### src/rtl/counter_updown_mod_if.sv
// Control and status bundle for one up/down count channel.
// The master drives requests and configuration; the slave is the counter itself.
interface counter_updown_mod_if #(
  parameter int WIDTH      = 8,
  parameter int STEP_WIDTH = 4
);
  logic                  enable;
  logic                  count;
  logic                  direction;
  logic [STEP_WIDTH-1:0] step;
  logic                  load;
  logic [WIDTH-1:0]      load_value;
  logic [WIDTH-1:0]      limit;
  logic                  saturate;
  logic                  clear_flags;
  logic [WIDTH-1:0]      counter_value;
  logic                  terminal;
  logic                  overflow;
  logic                  underflow;
  logic                  at_limit;
  logic                  at_zero;

  modport master (
    output enable, count, direction, step, load, load_value, limit, saturate, clear_flags,
    input  counter_value, terminal, overflow, underflow, at_limit, at_zero
  );

  modport slave (
    input  enable, count, direction, step, load, load_value, limit, saturate, clear_flags,
    output counter_value, terminal, overflow, underflow, at_limit, at_zero
  );
endinterface

### src/rtl/counter_updown_mod.sv
// Up/down counter with programmable step and modulus, wrap or saturate at the
// range bounds, a one-cycle terminal pulse and sticky overflow/underflow flags.
module counter_updown_mod #(
  parameter int WIDTH      = 8,
  parameter int STEP_WIDTH = 4
) (
  input logic                  clock,
  input logic                  reset,
  counter_updown_mod_if.slave  bus
);

  logic [WIDTH-1:0] valueReg;
  logic             terminalReg;
  logic             overflowReg;
  logic             underflowReg;

  logic             countEvent;
  logic [WIDTH:0]   valueExt;
  logic [WIDTH:0]   limitExt;
  logic [WIDTH:0]   stepExt;
  logic [WIDTH:0]   modulus;
  logic [WIDTH:0]   upSum;
  logic [WIDTH:0]   upWrap;
  logic [WIDTH:0]   downDiff;
  logic [WIDTH:0]   downWrap;
  logic [WIDTH-1:0] nextValue;
  logic             boundary;
  logic             setOverflow;
  logic             setUnderflow;

  // All arithmetic is one bit wider than the counter so limit = all-ones gives a
  // full 2^WIDTH modulus without losing the carry.
  always_comb begin
    countEvent   = bus.enable & bus.count & ~bus.load & (bus.step != '0);
    valueExt     = {1'b0, valueReg};
    limitExt     = {1'b0, bus.limit};
    stepExt      = {{(WIDTH + 1 - STEP_WIDTH){1'b0}}, bus.step};
    modulus      = limitExt + 1'b1;
    upSum        = valueExt + stepExt;
    upWrap       = upSum - modulus;
    downDiff     = valueExt - stepExt;
    downWrap     = valueExt + modulus - stepExt;
    nextValue    = valueReg;
    boundary     = 1'b0;
    setOverflow  = 1'b0;
    setUnderflow = 1'b0;

    if (valueExt > limitExt) begin
      nextValue    = bus.limit;
      boundary     = 1'b1;
      setOverflow  = ~bus.direction;
      setUnderflow = bus.direction;
    end else if (!bus.direction) begin
      if (upSum > limitExt) begin
        nextValue   = bus.saturate ? bus.limit : upWrap[WIDTH-1:0];
        boundary    = 1'b1;
        setOverflow = 1'b1;
      end else begin
        nextValue = upSum[WIDTH-1:0];
      end
    end else begin
      if (stepExt > valueExt) begin
        nextValue    = bus.saturate ? '0 : downWrap[WIDTH-1:0];
        boundary     = 1'b1;
        setUnderflow = 1'b1;
      end else begin
        nextValue = downDiff[WIDTH-1:0];
      end
    end
  end

  // Load beats count; a flag set in the same cycle as clear_flags survives the clear.
  always_ff @(posedge clock) begin
    if (reset) begin
      valueReg     <= '0;
      terminalReg  <= 1'b0;
      overflowReg  <= 1'b0;
      underflowReg <= 1'b0;
    end else begin
      terminalReg <= 1'b0;
      if (bus.enable && bus.load) begin
        valueReg <= bus.load_value;
      end else if (countEvent) begin
        valueReg    <= nextValue;
        terminalReg <= boundary;
      end
      overflowReg  <= (countEvent & setOverflow)  | (overflowReg  & ~bus.clear_flags);
      underflowReg <= (countEvent & setUnderflow) | (underflowReg & ~bus.clear_flags);
    end
  end

  assign bus.counter_value = valueReg;
  assign bus.terminal      = terminalReg;
  assign bus.overflow      = overflowReg;
  assign bus.underflow     = underflowReg;
  assign bus.at_limit      = (valueReg == bus.limit);
  assign bus.at_zero       = (valueReg == '0);

endmodule

### src/flat_wrapper.sv
// flat-port wrapper written by rule: the top's interface ports become plain ports
module counter_updown_mod_flat 
#(
  parameter int WIDTH      = 8,
  parameter int STEP_WIDTH = 4
)
  (clock, reset, bus_enable, bus_count, bus_direction, bus_step, bus_load, bus_load_value, bus_limit, bus_saturate, bus_clear_flags, bus_counter_value, bus_terminal, bus_overflow, bus_underflow, bus_at_limit, bus_at_zero);
  counter_updown_mod_if #(.WIDTH(WIDTH), .STEP_WIDTH(STEP_WIDTH)) bus_i ();
  input logic clock;
  input logic reset;
  input wire logic [$bits(bus_i.enable)-1:0] bus_enable;
  input wire logic [$bits(bus_i.count)-1:0] bus_count;
  input wire logic [$bits(bus_i.direction)-1:0] bus_direction;
  input wire logic [$bits(bus_i.step)-1:0] bus_step;
  input wire logic [$bits(bus_i.load)-1:0] bus_load;
  input wire logic [$bits(bus_i.load_value)-1:0] bus_load_value;
  input wire logic [$bits(bus_i.limit)-1:0] bus_limit;
  input wire logic [$bits(bus_i.saturate)-1:0] bus_saturate;
  input wire logic [$bits(bus_i.clear_flags)-1:0] bus_clear_flags;
  output wire logic [$bits(bus_i.counter_value)-1:0] bus_counter_value;
  output wire logic [$bits(bus_i.terminal)-1:0] bus_terminal;
  output wire logic [$bits(bus_i.overflow)-1:0] bus_overflow;
  output wire logic [$bits(bus_i.underflow)-1:0] bus_underflow;
  output wire logic [$bits(bus_i.at_limit)-1:0] bus_at_limit;
  output wire logic [$bits(bus_i.at_zero)-1:0] bus_at_zero;
  assign bus_i.enable = bus_enable;
  assign bus_i.count = bus_count;
  assign bus_i.direction = bus_direction;
  assign bus_i.step = bus_step;
  assign bus_i.load = bus_load;
  assign bus_i.load_value = bus_load_value;
  assign bus_i.limit = bus_limit;
  assign bus_i.saturate = bus_saturate;
  assign bus_i.clear_flags = bus_clear_flags;
  assign bus_counter_value = bus_i.counter_value;
  assign bus_terminal = bus_i.terminal;
  assign bus_overflow = bus_i.overflow;
  assign bus_underflow = bus_i.underflow;
  assign bus_at_limit = bus_i.at_limit;
  assign bus_at_zero = bus_i.at_zero;
  counter_updown_mod #(.WIDTH(WIDTH), .STEP_WIDTH(STEP_WIDTH)) u_core (.clock(clock), .reset(reset), .bus(bus_i));
endmodule
### config.mk
export PLATFORM = sky130hd
export DESIGN_NAME = counter_updown_mod_flat
export DESIGN_NICKNAME = d
export VERILOG_FILES = /design/src/rtl/counter_updown_mod_if.sv /design/src/rtl/counter_updown_mod.sv /design/src/flat_wrapper.sv
export SDC_FILE = /design/constraint.sdc
export NUM_CORES = 1
export LEC_CHECK = 0
export CAP_MARGIN = 20
export CORE_ASPECT_RATIO = 1.5
export CORE_MARGIN = 2
export CORE_UTILIZATION = 56
export DETAILED_ROUTE_END_ITERATION = 16
export HOLD_SLACK_MARGIN = 0.12
export PLACE_DENSITY_LB_ADDON = 0.15
export SETUP_SLACK_MARGIN = 0.4
export SKIP_LAST_GASP = 1
export SYNTH_ARGS = -nofsm -noshare
export SYNTH_HDL_FRONTEND = slang
export SYNTH_SLANG_ARGS = --single-unit
### constraint.sdc
create_clock -name clock -period 5.1 [get_ports clock]
set_clock_uncertainty 0.2 [all_clocks]
set_input_delay 1.02 -clock clock [delete_from_list [all_inputs] [get_ports clock]]
set_output_delay 1.02 -clock clock [all_outputs]
set_load 0.03 [all_outputs]
# Word level (Yosys, flattened, before mapping)
# Index checks and enable logic that the tools add are counted.
# Widths: inputs -> output; s select.
# word_totals
ff_bits	11
# op_classes
reduce_logical	5
mux	16
bitwise	13
eq_ne	1
n_addsub	6
order_cmp	3
# op_table
cell	n
$mux 8	8
$sub 8x4->8	2
$add 8x4->9	1
$gt 9x8->1	1
$add 8x1->8 const B	1
$add 8x8->8	1
$eq 8x8->1	1
$gt 4x8->1	1
$gt 8x8->1	1
$logic_not 8->1	1
$mux 1	8
$sub 8x8->8	1
$and 1x1->1	7
$not 1->1	4
$reduce_bool 4->1	1
$reduce_or 3->1	1
$or 1x1->1	2
$reduce_bool 2->1	1
$logic_and 1x1->1	1

# Logic depth before layout (Yosys ltp)
# Gate-level depths: netlist of run 1.
# depth
depth_word	9
depth_mapped	16
depth_no_buf	14

# Least setup slack after synthesis of run 1
# Ideal clock, no wire load.
# synth_path
path_type	input port to flip-flop
from	input bus_step[2]
to	register u_core.valueReg[7] (netlist: u_core.bus.counter_value[7])
required_time_ns	4.773
setup_time_ns	0.127
arrival_ns	4.032
cell_stages	16
setup_slack_ns	0.741
path_cell_list	inv_1 ha_1 buf_6 or3b_4 a31oi_4 o21ai_0 xnor2_1 ha_1 nand3_1 nor3_1 a21oi_1 o2bb2ai_1 clkbuf_1 nand2_1 a221o_1 o2bb2ai_1
# synth_via
elab_chain_cells	8
# synth_rtl
item	line_no	source
from (decl)	flat_wrapper.sv:14	input wire logic [$bits(bus_i.step)-1:0] bus_step;
$add 8x4->9	counter_updown_mod.sv:39	upSum = valueExt + stepExt;
$sub 8x8->8	counter_updown_mod.sv:40	upWrap = upSum - modulus;
$mux 8	counter_updown_mod.sv:55	nextValue = bus.saturate ? bus.limit : upWrap[WIDTH-1:0];
$mux 8	counter_updown_mod.sv:54	if (upSum > limitExt) begin
$mux 8	counter_updown_mod.sv:53	end else if (!bus.direction) begin
$mux 8	counter_updown_mod.sv:48	if (valueExt > limitExt) begin
$mux 8	counter_updown_mod.sv:83	end else if (countEvent) begin
$mux 8	counter_updown_mod.sv:81	if (bus.enable && bus.load) begin
to (signal assigned)	counter_updown_mod.sv:82	valueReg <= bus.load_value;
to (signal assigned)	counter_updown_mod.sv:84	valueReg <= nextValue;
to (decl)	counter_updown_mod.sv:12	logic [WIDTH-1:0] valueReg;
# Parallel ways exist; a longest one is shown, timed or not. The select of a mux whose other input is x is not followed.
# A chain may end at the register's enable or synchronous reset.

# Worst setup path in the final report of run 1
# Ends and elaborated chain as after synthesis.

==> results.yml, run 1 <==
place:
  io_buffers: 40
  gp_congestion: 1.00
  dpl.cell_count: 440
  pre_cts_slack_ns: 0.228
  place_hpwl_um: 6490
sta:
  fin_ws_ns: 0.515
  drv_slew: 0
  fmax_ghz: 0.218
  min_period_ns: 4.59
  rsz0062_at_grt: "no"
  slew_headroom: 0.527
  hold_viol_final: 0
  worstMarginPinSlew_ns: 0.708
  fin_crit_sh: 0.899
  finalSetupViolations: 0
  finalSetupTns_ns: 0
logic_synthesis:
  postSynthAreaPerCell_sq_um: 7.78
  syn-instance-count: 338
  synth_top_family_by_area: "compound AO/OA/AOI/OAI gates"
  synthArstFlopShare: 0
  synthXorXnorAreaFrac: 0.102
  synth.area.mux_share: 0.0233
  syn_area_sq_um: 2630
  synth_compound_area_frac: 0.265
  synth_area_leaders: "ha_1, dfxtp_1, inv_1"
  synth_nets: 416
  synthTopCellsByCount: "ha_1, inv_1, nor2_1, a21oi_1"
  yosysMostFrequentCell: "ha_1"
  synth_top_area_share: 0.204
  ys_warn_count: 0
  ys.flop_type: "dfxtp_1"
  ys_seq_elements: 11
  synth_edf_count: 0
  synthSimpleGateAreaFrac: 0.197
  synth_area_leader_cell: "ha_1"
  synth_seq_area_share: 0.0837
  synth_adder_area_share: 0.258
  ys_types: 62
critical_path:
  critPathLaunchType: "input pin"
  critPathMaxFanout: 8
  arrival_ns: 4.50
  reg2reg_depth: 13
  cp_data_required_time_ns: 5.02
  cp-end-kind: "flop"
  r2r-start: "u_core.bus.counter_value[2]"
  regToRegEndpoint: "u_core.bus.counter_value[7]"
  path_cells: "clkdlybuf4s50_1, inv_1, ha_1, or3b_4, a31oi_4, o21ai_1, xnor2_1, ha_1, nand3_1, nor3_2, a21oi_2, o2bb2ai_4, or2_2, a221o_1, o2bb2ai_1"
  cp_common_cell: "ha_1"
  slowest_delay_ns: 0.50
  slowest_stage: "clkdlybuf4s50_1"
  r2r_slack_ns: 1.30
  path_class: "input pin to flop"
floorplan:
  fp.dieArea_sq_um: 5270
  row_count: 30
  num_io_pins: 41
  die_width_um: 60.0
  die_y_um: 88.0
  coreArea_sq_um: 4540
  start_util: 0.579
global_route:
  grt_start_max_net_pins: 20
  grt_pass1_wl_um: 12100
  grtUsageTotal: 0.303
  grt_overflow: 0
  antenna_found_initial: 0
  grt_pass1_vias: 2514
pwr:
  switching_share: 0.480
  p_leak_nw: 1.43
  ir_worst_vdd_uv: 116
  p_sw_mw: 0.358
  clockPowerShare: 0.129
  p_comb_frac: 0.722
  intPower_mw: 0.387
  power_density_nw_per_um2: 230
  p_seq_frac: 0.149
cells_and_area:
  final_nets: 460
  antenna_cells: 0
  nFillCells: 405
  finalNonFillerCells: 445
  area_delta_synth_final_pct: 23.2
  drive_gt1_frac: 0.0814
routing:
  viasPerCell: 6.05
  routed_wl_um: 7960
  post_drt_wl_per_cell_um: 17.9
  firstDrtPassIters: 4
  vias: 2692
  first_iter_violations: 208
  ant_nets: 0
  drc: 0
hold_path:
  hold_path_class: "flop to flop"
  holdPathEnd: "u_core.bus.overflow"
  hold_start: "u_core.bus.overflow"
  hold_path_depth: 2
clock_tree:
  h-tree-depth: 1
  clk_latency_ns: 0.25
  clockBufferDepth: 2
  cts_hold_buffers: 0
  cts.sinks: 11
  cts-buffers-inserted: 3
  clk_pin_slew_ns: 0.07
  cts_tree: "yes"
  cts-root-buf: "clkbuf_8"
outcome:
  status: "complete, no violations"
job:
  maxCapViolCount: 0
[repair_timing]
action / CTS / global route
setup buffers: 0 / 1
hold endpoints to repair: 0 / 0
setup endpoints to repair: 0 / 10
resized for setup: 0 / 12
[logic make-up after synthesis]
kind of cell / Yosys count
compound gates: 100
xor+xnor: 25
fa+ha+maj: 50
buf+inv: 48
flops: 11
mux: 6
simple gates: 98
[worst max-delay path by stage]
| stage | slack [ns] | endpoint | startpoint |
|---|---|---|---|
| floorplan | 0.74 | u_core.bus.counter_value[7] | bus_step[2] |
| global placement | 0.32 | u_core.bus.counter_value[7] | bus_step[2] |
| detailed placement | 0.23 | u_core.bus.counter_value[7] | bus_step[2] |
| CTS | 0.49 | u_core.bus.counter_value[7] | bus_step[2] |
| global route | 0.33 | u_core.bus.counter_value[7] | bus_step[2] |
| finish | 0.51 | u_core.bus.counter_value[7] | bus_step[2] |
[stage by stage]
step,total power [mW],instance area (sq um),utilization,hold slack (ns)
detailed placement,0.620,3130,0.688,0.259
global placement,0.607,3130,0.688,0.257
global route,0.798,3240,0.714,0.286
finish,0.746,3240,0.714,0.272
CTS,0.714,3170,0.698,0.268
floorplan,0.472,2630,-,0.393
[cell type report]
cell class / count / area [sq um] / area share
Timing Repair Buffer: 49 / 468 / 0.144
Clock buffer: 3 / 41.3 / 0.0127
Clock inverter: 1 / 5.00 / 0.00154
Tap cell: 64 / 80.1 / 0.0247
Inverter: 38 / 143 / 0.0440
Multi-Input combinational cell: 279 / 2280 / 0.705
Sequential cell: 11 / 220 / 0.0679
[cell usage in the layout, fill, tap and decap left out, drive strengths merged, types with 5 or more instances in the layout]
cell type,count
ha,43
clkdlybuf4s50,40
inv,38
nor2,31
a21oi,21
o21ai,18
xnor2,17
nand2,16
o211ai,13
dfxtp,11
buf,9
nand3,8
a211oi,8
nor3,8
fa,7
nand2b,7
o21a,6
a31oi,6
xor2,5
or4,5
nor2b,5
mux2i,5
[power groups by stage]
stage	registers [mW]	clock network, mW	logic [mW]
detailed placement	0.112	0	0.507
global route	0.112	0.0976	0.589
finish	0.111	0.0962	0.538
CTS	0.110	0.0933	0.511
floorplan	0.117	0	0.356
global placement	0.112	0	0.495
[critical path, delay by kind of cell]
| kind | cells | cell delay (ns) |
|---|---|---|
| AND/OR/NAND/NOR | 4 | 1.09 |
| AO/OA/AOI/OAI | 6 | 0.99 |
| adder cells (fa/ha/maj) | 2 | 0.62 |
| buffers and inverters | 2 | 0.58 |
| XOR/XNOR | 1 | 0.19 |
[registers in the layout, summed over array words and instances, names as in the netlist]
name,count
u_core.bus.overflow,1
u_core.bus.underflow,1
u_core.bus.terminal,1
u_core.bus.counter_value,8
[routing by layer]
metal,global-route usage,up-vias,part of all wire
met3,0.0325,25,0.053
li1,-,1313,-
met1,0.365,1249,0.39
met2,0.545,105,0.53
met5,0,-,0
met4,0.0990,0,0.034
(Power assumes the default switching activity.)
==> run 2: changes to the inputs <==
clock period = 4.84 ns   (was 5.1 ns; I/O delays follow)
==> run 2 against run 1 <==
Net effect: total power increased by 11%; worst setup slack got worse by 0.020 ns; sequential share of layout area decreased by 0.39 points; non-clock buffer count increased by 11; core utilization increased by 4.4 points; sequential cell count unchanged; final cell count increased by 2.5%; sequential power increased by 7%; global-route usage increased by 2.1 points; die area unchanged; critical endpoint unchanged.
==> results.yml, run 2 (synthesis results as in run 1) <==
outcome:
  status: "complete, no violations"
clock_tree:
  cts.sinks: 11
  cts_hold_buffers: 0
  cts-root-buf: "clkbuf_8"
  cts-buffers-inserted: 3
  clockBufferDepth: 2
  h-tree-depth: 1
  clk_latency_ns: 0.25
  cts_tree: "yes"
  clk_pin_slew_ns: 0.07
cells_and_area:
  mostFrequentLayoutCells: "ha_1, clkdlybuf4s50_1, inv_1, nor2_1, buf_4"
  drive_gt1_frac: 0.138
  largest_reg_flops: 8
  area_delta_synth_final_pct: 30.8
  antenna_cells: 0
  multiInputGateArea_sq_um: 2390
  finalNonFillerCells: 456
  ff_latch_area_sq_um: 220
  final_nets: 471
  nFillCells: 334
  fin_util: 0.758
floorplan:
  die_y_um: 88.0
  num_io_pins: 41
  fp.dieArea_sq_um: 5270
  die_width_um: 60.0
  coreArea_sq_um: 4540
  row_count: 30
  start_util: 0.579
critical_path:
  r2r_slack_ns: 1.08
  arrival_ns: 4.27
  path_delay_family: "compound AO/OA/AOI/OAI gates"
  reg2reg_depth: 13
  critPathBufInv: 3
  r2r-start: "u_core.bus.counter_value[1]"
  cp-end-kind: "flop"
  cp_data_required_time_ns: 4.77
  slowest_stage: "clkdlybuf4s50_1"
  regToRegEndpoint: "u_core.bus.counter_value[7]"
  critPathMaxFanout: 6
  path_depth: 14
  critPathLaunchType: "input pin"
  path_cells: "clkdlybuf4s50_1, inv_1, ha_1, a21oi_4, nor2_4, xnor2_4, ha_1, inv_1, nor2_1, a311o_1, a31oi_1, xnor3_1, a221o_1, o2bb2ai_1"
  slowest_delay_ns: 0.54
  cp-endpoint: "u_core.bus.counter_value[7]"
  crit_start: "bus_step[3]"
  path_class: "input pin to flop"
pwr:
  power_density_nw_per_um2: 241
  ir_worst_vdd_uv: 119
  p_leak_nw: 1.51
routing:
  ant_nets: 0
  firstDrtPassIters: 5
  post_drt_wl_per_cell_um: 18.6
  first_iter_violations: 237
  drc: 0
  routed_wl_um: 8480
  vias: 2879
  viasPerCell: 6.31
sta:
  fmax_ghz: 0.230
  fin_ws_ns: 0.495
  hold_slack_ns: 0.275
  worstMarginPinSlew_ns: 0.789
  min_period_ns: 4.35
  finalSetupViolations: 0
  finalSetupTns_ns: 0
  rsz0062_at_grt: "yes"
  slew_headroom: 0.473
  drv_slew: 0
  fin_crit_sh: 0.898
  hold_viol_final: 0
global_route:
  antenna_found_initial: 0
  grt_pass1_vias: 2798
  grt_pass1_wl_um: 12800
  grtUsageTotal: 0.324
  grt_overflow: 0
  grt_start_max_net_pins: 20
place:
  gp_congestion: 0.979
  io_buffers: 40
  dpl.cell_count: 446
  place_hpwl_um: 6490
  pre_cts_slack_ns: -0.0338
hold_path:
  hold_path_class: "flop to flop"
job:
  maxCapViolCount: 0
-- run 2: cell count changes in the layout (fill, tap and decap cells not counted), sizes merged --
cell,before,now
dlymetal6s2s,0,1
buf,9,20
clkdlybuf4s50,40,39
-- run 2: worst min path at each step --
stage | startpoint | slack [ns] | end | cells past startpoint
after floorplan | u_core.bus.overflow | 0.39 | u_core.bus.overflow | 2
after global placement | u_core.bus.underflow | 0.26 | u_core.bus.underflow | 2
after detailed placement | u_core.bus.overflow | 0.27 | u_core.bus.overflow | 2
after CTS | u_core.bus.overflow | 0.28 | u_core.bus.overflow | 2
after global routing | u_core.bus.overflow | 0.31 | u_core.bus.overflow | 2
final | u_core.bus.overflow | 0.27 | u_core.bus.overflow | 2
-- run 2: area by class of cell --
class	instances	share of cell area
tap	64	0.0233
timing repair buffer	60	0.164
inverter	38	0.0415
clock inverter	1	0.00145
clock buffer	3	0.0120
sequential	11	0.0640
multi-input combinational	279	0.693
-- run 2: timing repair --
action                                  in CTS  in global routing
endpoints found under the setup margin       8                  9
pin swaps                                    2                 16
buffers inserted                             1                  5
resized for setup                            8                 20
-- run 2: per-stage QoR --
step,area [sq um],power [mW]
2_1_floorplan,2630,0.497
3_3_place_gp,3170,0.644
3_5_place_dp,3170,0.658
4_1_cts,3270,0.772
5_1_grt,3440,0.888
6_report,3440,0.830
-- run 2: tightest hold or removal path, cell delays in order (launching register included) --
cell and delay [ns]:
dfxtp_1 0.30, nand2b_1 0.07, a21oi_1 0.06
-- run 2: power by group --
group / internal [mW] / switching [mW] / total [mW]
registers: 0.0976 / 0.0216 / 0.119
logic: 0.280 / 0.331 / 0.611
clock network: 0.0569 / 0.0425 / 0.0993
total: 0.435 / 0.395 / 0.830
-- run 2: per-layer routing --
layer	wire, um	share of wire	track usage	vias up
li1	-	-	-	1338
met1	2980	0.35	0.360	1291
met2	4050	0.48	0.549	187
met3	684	0.081	0.0325	63
met4	765	0.090	0.246	0
met5	0	0	0	-
==> run 3: changes to the inputs <==
CORE_UTILIZATION = 55   (was 56)
==> run 3 against run 2 <==
Net effect: maximum frequency up 0.12%; via count shrank 1.4%; die area up 1.7%; worst setup slack better by 0.0053 ns; sequential share of layout area grew 0.18 points; cell area fell by 2.7%; largest cell class unchanged; largest power group unchanged.
==> results.yml, run 3 (synthesis results as in run 1) <==
pwr:
  p_seq_frac: 0.144
  intPower_mw: 0.422
  switching_share: 0.484
  p_comb_frac: 0.730
  p_sw_mw: 0.395
  finalPower_mw: 0.817
  ir_worst_vdd_uv: 152
  clockPowerShare: 0.125
  p_leak_nw: 1.48
  power_density_nw_per_um2: 244
hold_path:
  hold_start: "u_core.bus.underflow"
  holdPathEnd: "u_core.bus.underflow"
  hold_path_depth: 2
  hold_path_class: "flop to flop"
sta:
  slew_headroom: 0.596
  finalSetupViolations: 0
  drv_slew: 0
  fin_ws_ns: 0.500
  min_period_ns: 4.34
  finalSetupTns_ns: 0
  fin_crit_sh: 0.897
  rsz0062_at_grt: "yes"
  hold_viol_final: 0
  worstMarginPinSlew_ns: 0.605
  fmax_ghz: 0.230
critical_path:
  regToRegEndpoint: "u_core.bus.counter_value[7]"
  arrival_ns: 4.27
  cp_data_required_time_ns: 4.77
  cp-end-kind: "flop"
  critPathLaunchType: "input pin"
  r2r-start: "u_core.bus.counter_value[1]"
  reg2reg_depth: 13
  path_class: "input pin to flop"
  critPathMaxFanout: 8
  r2r_slack_ns: 1.06
floorplan:
  fp.dieArea_sq_um: 5360
  row_count: 30
  num_io_pins: 41
  start_util: 0.575
  die_width_um: 60.5
  coreArea_sq_um: 4580
  die_y_um: 88.7
global_route:
  grt_overflow: 0
  grt_start_max_net_pins: 19
  grt_pass1_vias: 2612
  antenna_found_initial: 0
  grt_pass1_wl_um: 12600
  grtUsageTotal: 0.315
cells_and_area:
  final_nets: 466
  drive_gt1_frac: 0.121
  final_area_sq_um: 3350
  antenna_cells: 0
  fin_util: 0.731
  area_delta_synth_final_pct: 27.2
  largest_reg_flops: 8
  nFillCells: 387
  mostFrequentLayoutCells: "ha_1, clkdlybuf4s50_1, inv_1, nor2_1, a21oi_1"
  ff_latch_area_sq_um: 220
  final_common_cell: "ha_1"
  multiInputGateArea_sq_um: 2340
routing:
  vias: 2838
  ant_nets: 0
  routed_wl_um: 8360
  post_drt_wl_per_cell_um: 18.5
  viasPerCell: 6.29
  firstDrtPassIters: 5
  first_iter_violations: 182
  drc: 0
place:
  gp_congestion: 0.984
  place_hpwl_um: 6560
  place_area_sq_um: 3160
  pre_cts_slack_ns: -0.0195
  io_buffers: 40
clock_tree:
  clk_latency_ns: 0.26
  cts_tree: "yes"
  cts.sinks: 11
  h-tree-depth: 1
  clk_pin_slew_ns: 0.07
  cts-root-buf: "clkbuf_8"
  clockBufferDepth: 2
  cts-buffers-inserted: 3
job:
  maxCapViolCount: 0
outcome:
  status: "complete, no violations"
run 3: area by class of cell:
cell class / instances / share of cell area
multi-input combinational: 279 / 0.699
sequential: 11 / 0.0658
clock buffer: 3 / 0.0123
tap: 64 / 0.0239
clock inverter: 1 / 0.00150
timing repair buffer: 55 / 0.155
inverter: 38 / 0.0426
run 3: worst max-delay path, cell delays in order:
cell	delay (ns)
clkdlybuf4s50_1	0.52
inv_1	0.09
ha_1	0.42
a21oi_2	0.23
buf_4	0.14
o211ai_1	0.08
xnor2_1	0.30
ha_1	0.30
o21a_1	0.20
nor2_2	0.10
a21oi_2	0.06
o2bb2ai_4	0.16
or2_2	0.29
a221o_1	0.29
o2bb2ai_1	0.11
run 3: what timing repair did:
action	4_1_cts	5_1_grt
hold buffers	0	0
endpoints found under the setup margin	6	10
buffers inserted	2	1
resized for setup	9	16
pin swaps	4	12
run 3: metal layers:
metal / GRT usage / vias up / wire length [um]
li1: - / 1337 / -
met1: 0.366 / 1306 / 3230
met2: 0.554 / 160 / 4070
met3: 0.0453 / 35 / 614
met4: 0.146 / 0 / 449
met5: 0 / - / 0
run 3: power groups by stage:
stage	combinational, mW	clock [mW]	sequential (mW)
after floorplan	0.375	0	0.123
after global placement	0.526	0	0.118
after detailed placement	0.538	0	0.118
after CTS	0.558	0.101	0.117
after global routing	0.651	0.104	0.118
final	0.597	0.102	0.118
run 3: worst max path at each step:
stage / to / depth (start not counted) / startpoint
finish: u_core.bus.counter_value[7] / 15 / bus_step[3]
detailed placement: u_core.bus.counter_value[7] / 15 / bus_step[2]
global route: u_core.bus.counter_value[7] / 14 / bus_step[0]
floorplan: u_core.bus.counter_value[7] / 16 / bus_step[2]
CTS: u_core.bus.counter_value[7] / 15 / bus_step[2]
global placement: u_core.bus.counter_value[7] / 15 / bus_step[2]
run 3: stage by stage:
step | std cells | hold WS, ns
final | 451 | 0.275
after global routing | 451 | 0.298
after CTS | 450 | 0.277
after detailed placement | 444 | 0.272
after global placement | 444 | 0.259
after floorplan | 338 | 0.393
==> edit: new RTL, config.mk and constraints of run 2 <==
Make the reset (`reset`) asynchronous in one clocked block.
--- a/src/rtl/counter_updown_mod.sv
+++ b/src/rtl/counter_updown_mod.sv
@@ -70,7 +70,7 @@
   end
 
   // Load beats count; a flag set in the same cycle as clear_flags survives the clear.
-  always_ff @(posedge clock) begin
+  always_ff @(posedge clock or posedge reset) begin
     if (reset) begin
       valueReg     <= '0;
       terminalReg  <= 1'b0;
Behaviour: differs if reset is asserted again (counterexample within 4 cycles, from zero or initial values and one cycle with reset high); with reset held inactive, the same outputs for 10 cycles.
==> edit against run 2 <==
Routed wire length up 0.61%; via count increased by 0.10%; worst hold slack better by 0.055 ns; first-iteration DRC count increased by 19%; area after synthesis decreased by 0.29%; setup slack worse by 0.016 ns; sequential cell count did not move; final area is 1.2% higher; critical path type unchanged; highest routed layer unchanged.
Power is not compared: it rests on default switching activity, and its combinational part moved more than twofold at a synthesized area within 25%.
==> edit: results (changes against run 2) <==
asr flop ratio synth 1.000 (+1.000); vias in the first global route 2810 (+0.43%); xor and xnor area share after synthesis 0.07916 (-0.02260); Vias 2882 (+0.10%); adder-cell share of the synthesized area 0.2585 (+0.0007374); GR Util met1 0.3615 (+0.001799); Compound-Gate Fraction of Synth Area 0.2713 (+0.006480); worst-path fanout max 4 (-2); post-CTS sizing 15 (+7); mux cell area share after synthesis 0.02527 (+0.001974); pin count of the biggest net entering global routing 21 (+5.0%); hold path start u_core.bus.underflow; first-pass GRT wire length 12.80 mm (about the same); GR Util met3 0.02068 (-0.01182); Post-CTS Repair Setup Buffers 5 (+4); Unique masters post-synth 57 (-8.1%); placed cell areas 3208 µm² (+1.2%); met2 Use GR 0.5958 (+0.04644); worst setup path end u_core.bus.counter_value[6]; layout cells sized above 1 0.1738 (+0.03605); Syn Nets 413 (-0.72%); Iter 0 DRT Violations 283 (+19%); dominant cells by area after synthesis ha_1 21%, dfrtp_1 10%, inv_1 5.9%, xnor2_1 5.7%, fa_1 5.3%; status complete, no violations; wire per inst 19.18 µm (+3.1%); synth cell count leaders 43 x ha_1, 41 x inv_1, 25 x a21oi_1, 20 x nor2_1, 17 x xnor2_1; worst r2r path cells 15 (+2)
[edit: cell types whose count changed in the layout (fill, tap and decap cells not counted), moves of 6 or more]
cell / before / now
a21oi_1: 18 / 24
buf_4: 19 / 30
dfrtp_1: 0 / 11
dfxtp_1: 11 / 0
nor2_1: 29 / 19
o22ai_1: 1 / 7
[edit: routing by layer]
layer | share of wire | wire length (µm)
met5 | 0 | 0
met4 | 0.041 | 351
met3 | 0.058 | 491
met2 | 0.52 | 4456
met1 | 0.38 | 3235
[edit: critical path, cell delays in order]
cell and delay (ns):
clkdlybuf4s15_1 0.25, buf_6 0.17, ha_1 0.18, nor2b_2 0.18, o31ai_4 0.30, a21oi_2 0.11
xnor2_2 0.25, ha_4 0.24, o21ai_1 0.12, nor2_1 0.08, o41ai_2 0.40, o21ai_1 0.18
a221o_1 0.34, a41o_1 0.20, o211ai_1 0.23, a21oi_1 0.10
[edit: layout make-up]
type / instances / area (µm²)
repair buffers: 71 / 636.9
well taps: 48 / 60.06
flip-flops and latches: 11 / 275.3
fillers: 347 / 1021
clock buffers: 3 / 41.29
multi-input cells: 270 / 2311
inverters: 41 / 153.9
clock inverters: 1 / 5.005
[edit: power groups by stage]
stage | combinational [µW] | sequential (µW) | clock, µW
after floorplan | 855 | 184 | 0
after global placement | 1230 | 174 | 0
after detailed placement | 1260 | 174 | 0
after CTS | 1320 | 175 | 96.0
after global routing | 1570 | 182 | 99.9
final | 1440 | 180 | 97.2
[edit: through the flow]
stage	setup slack, ns	hold slack (ns)	cells	power [µW]
after floorplan	0.5003	0.4540	335	1039
after global routing	0.3394	0.3538	445	1852
after detailed placement	-0.06141	0.3215	434	1430
after global placement	0.03744	0.3101	434	1399
final	0.4786	0.3299	445	1719
after CTS	0.4126	0.3320	443	1594
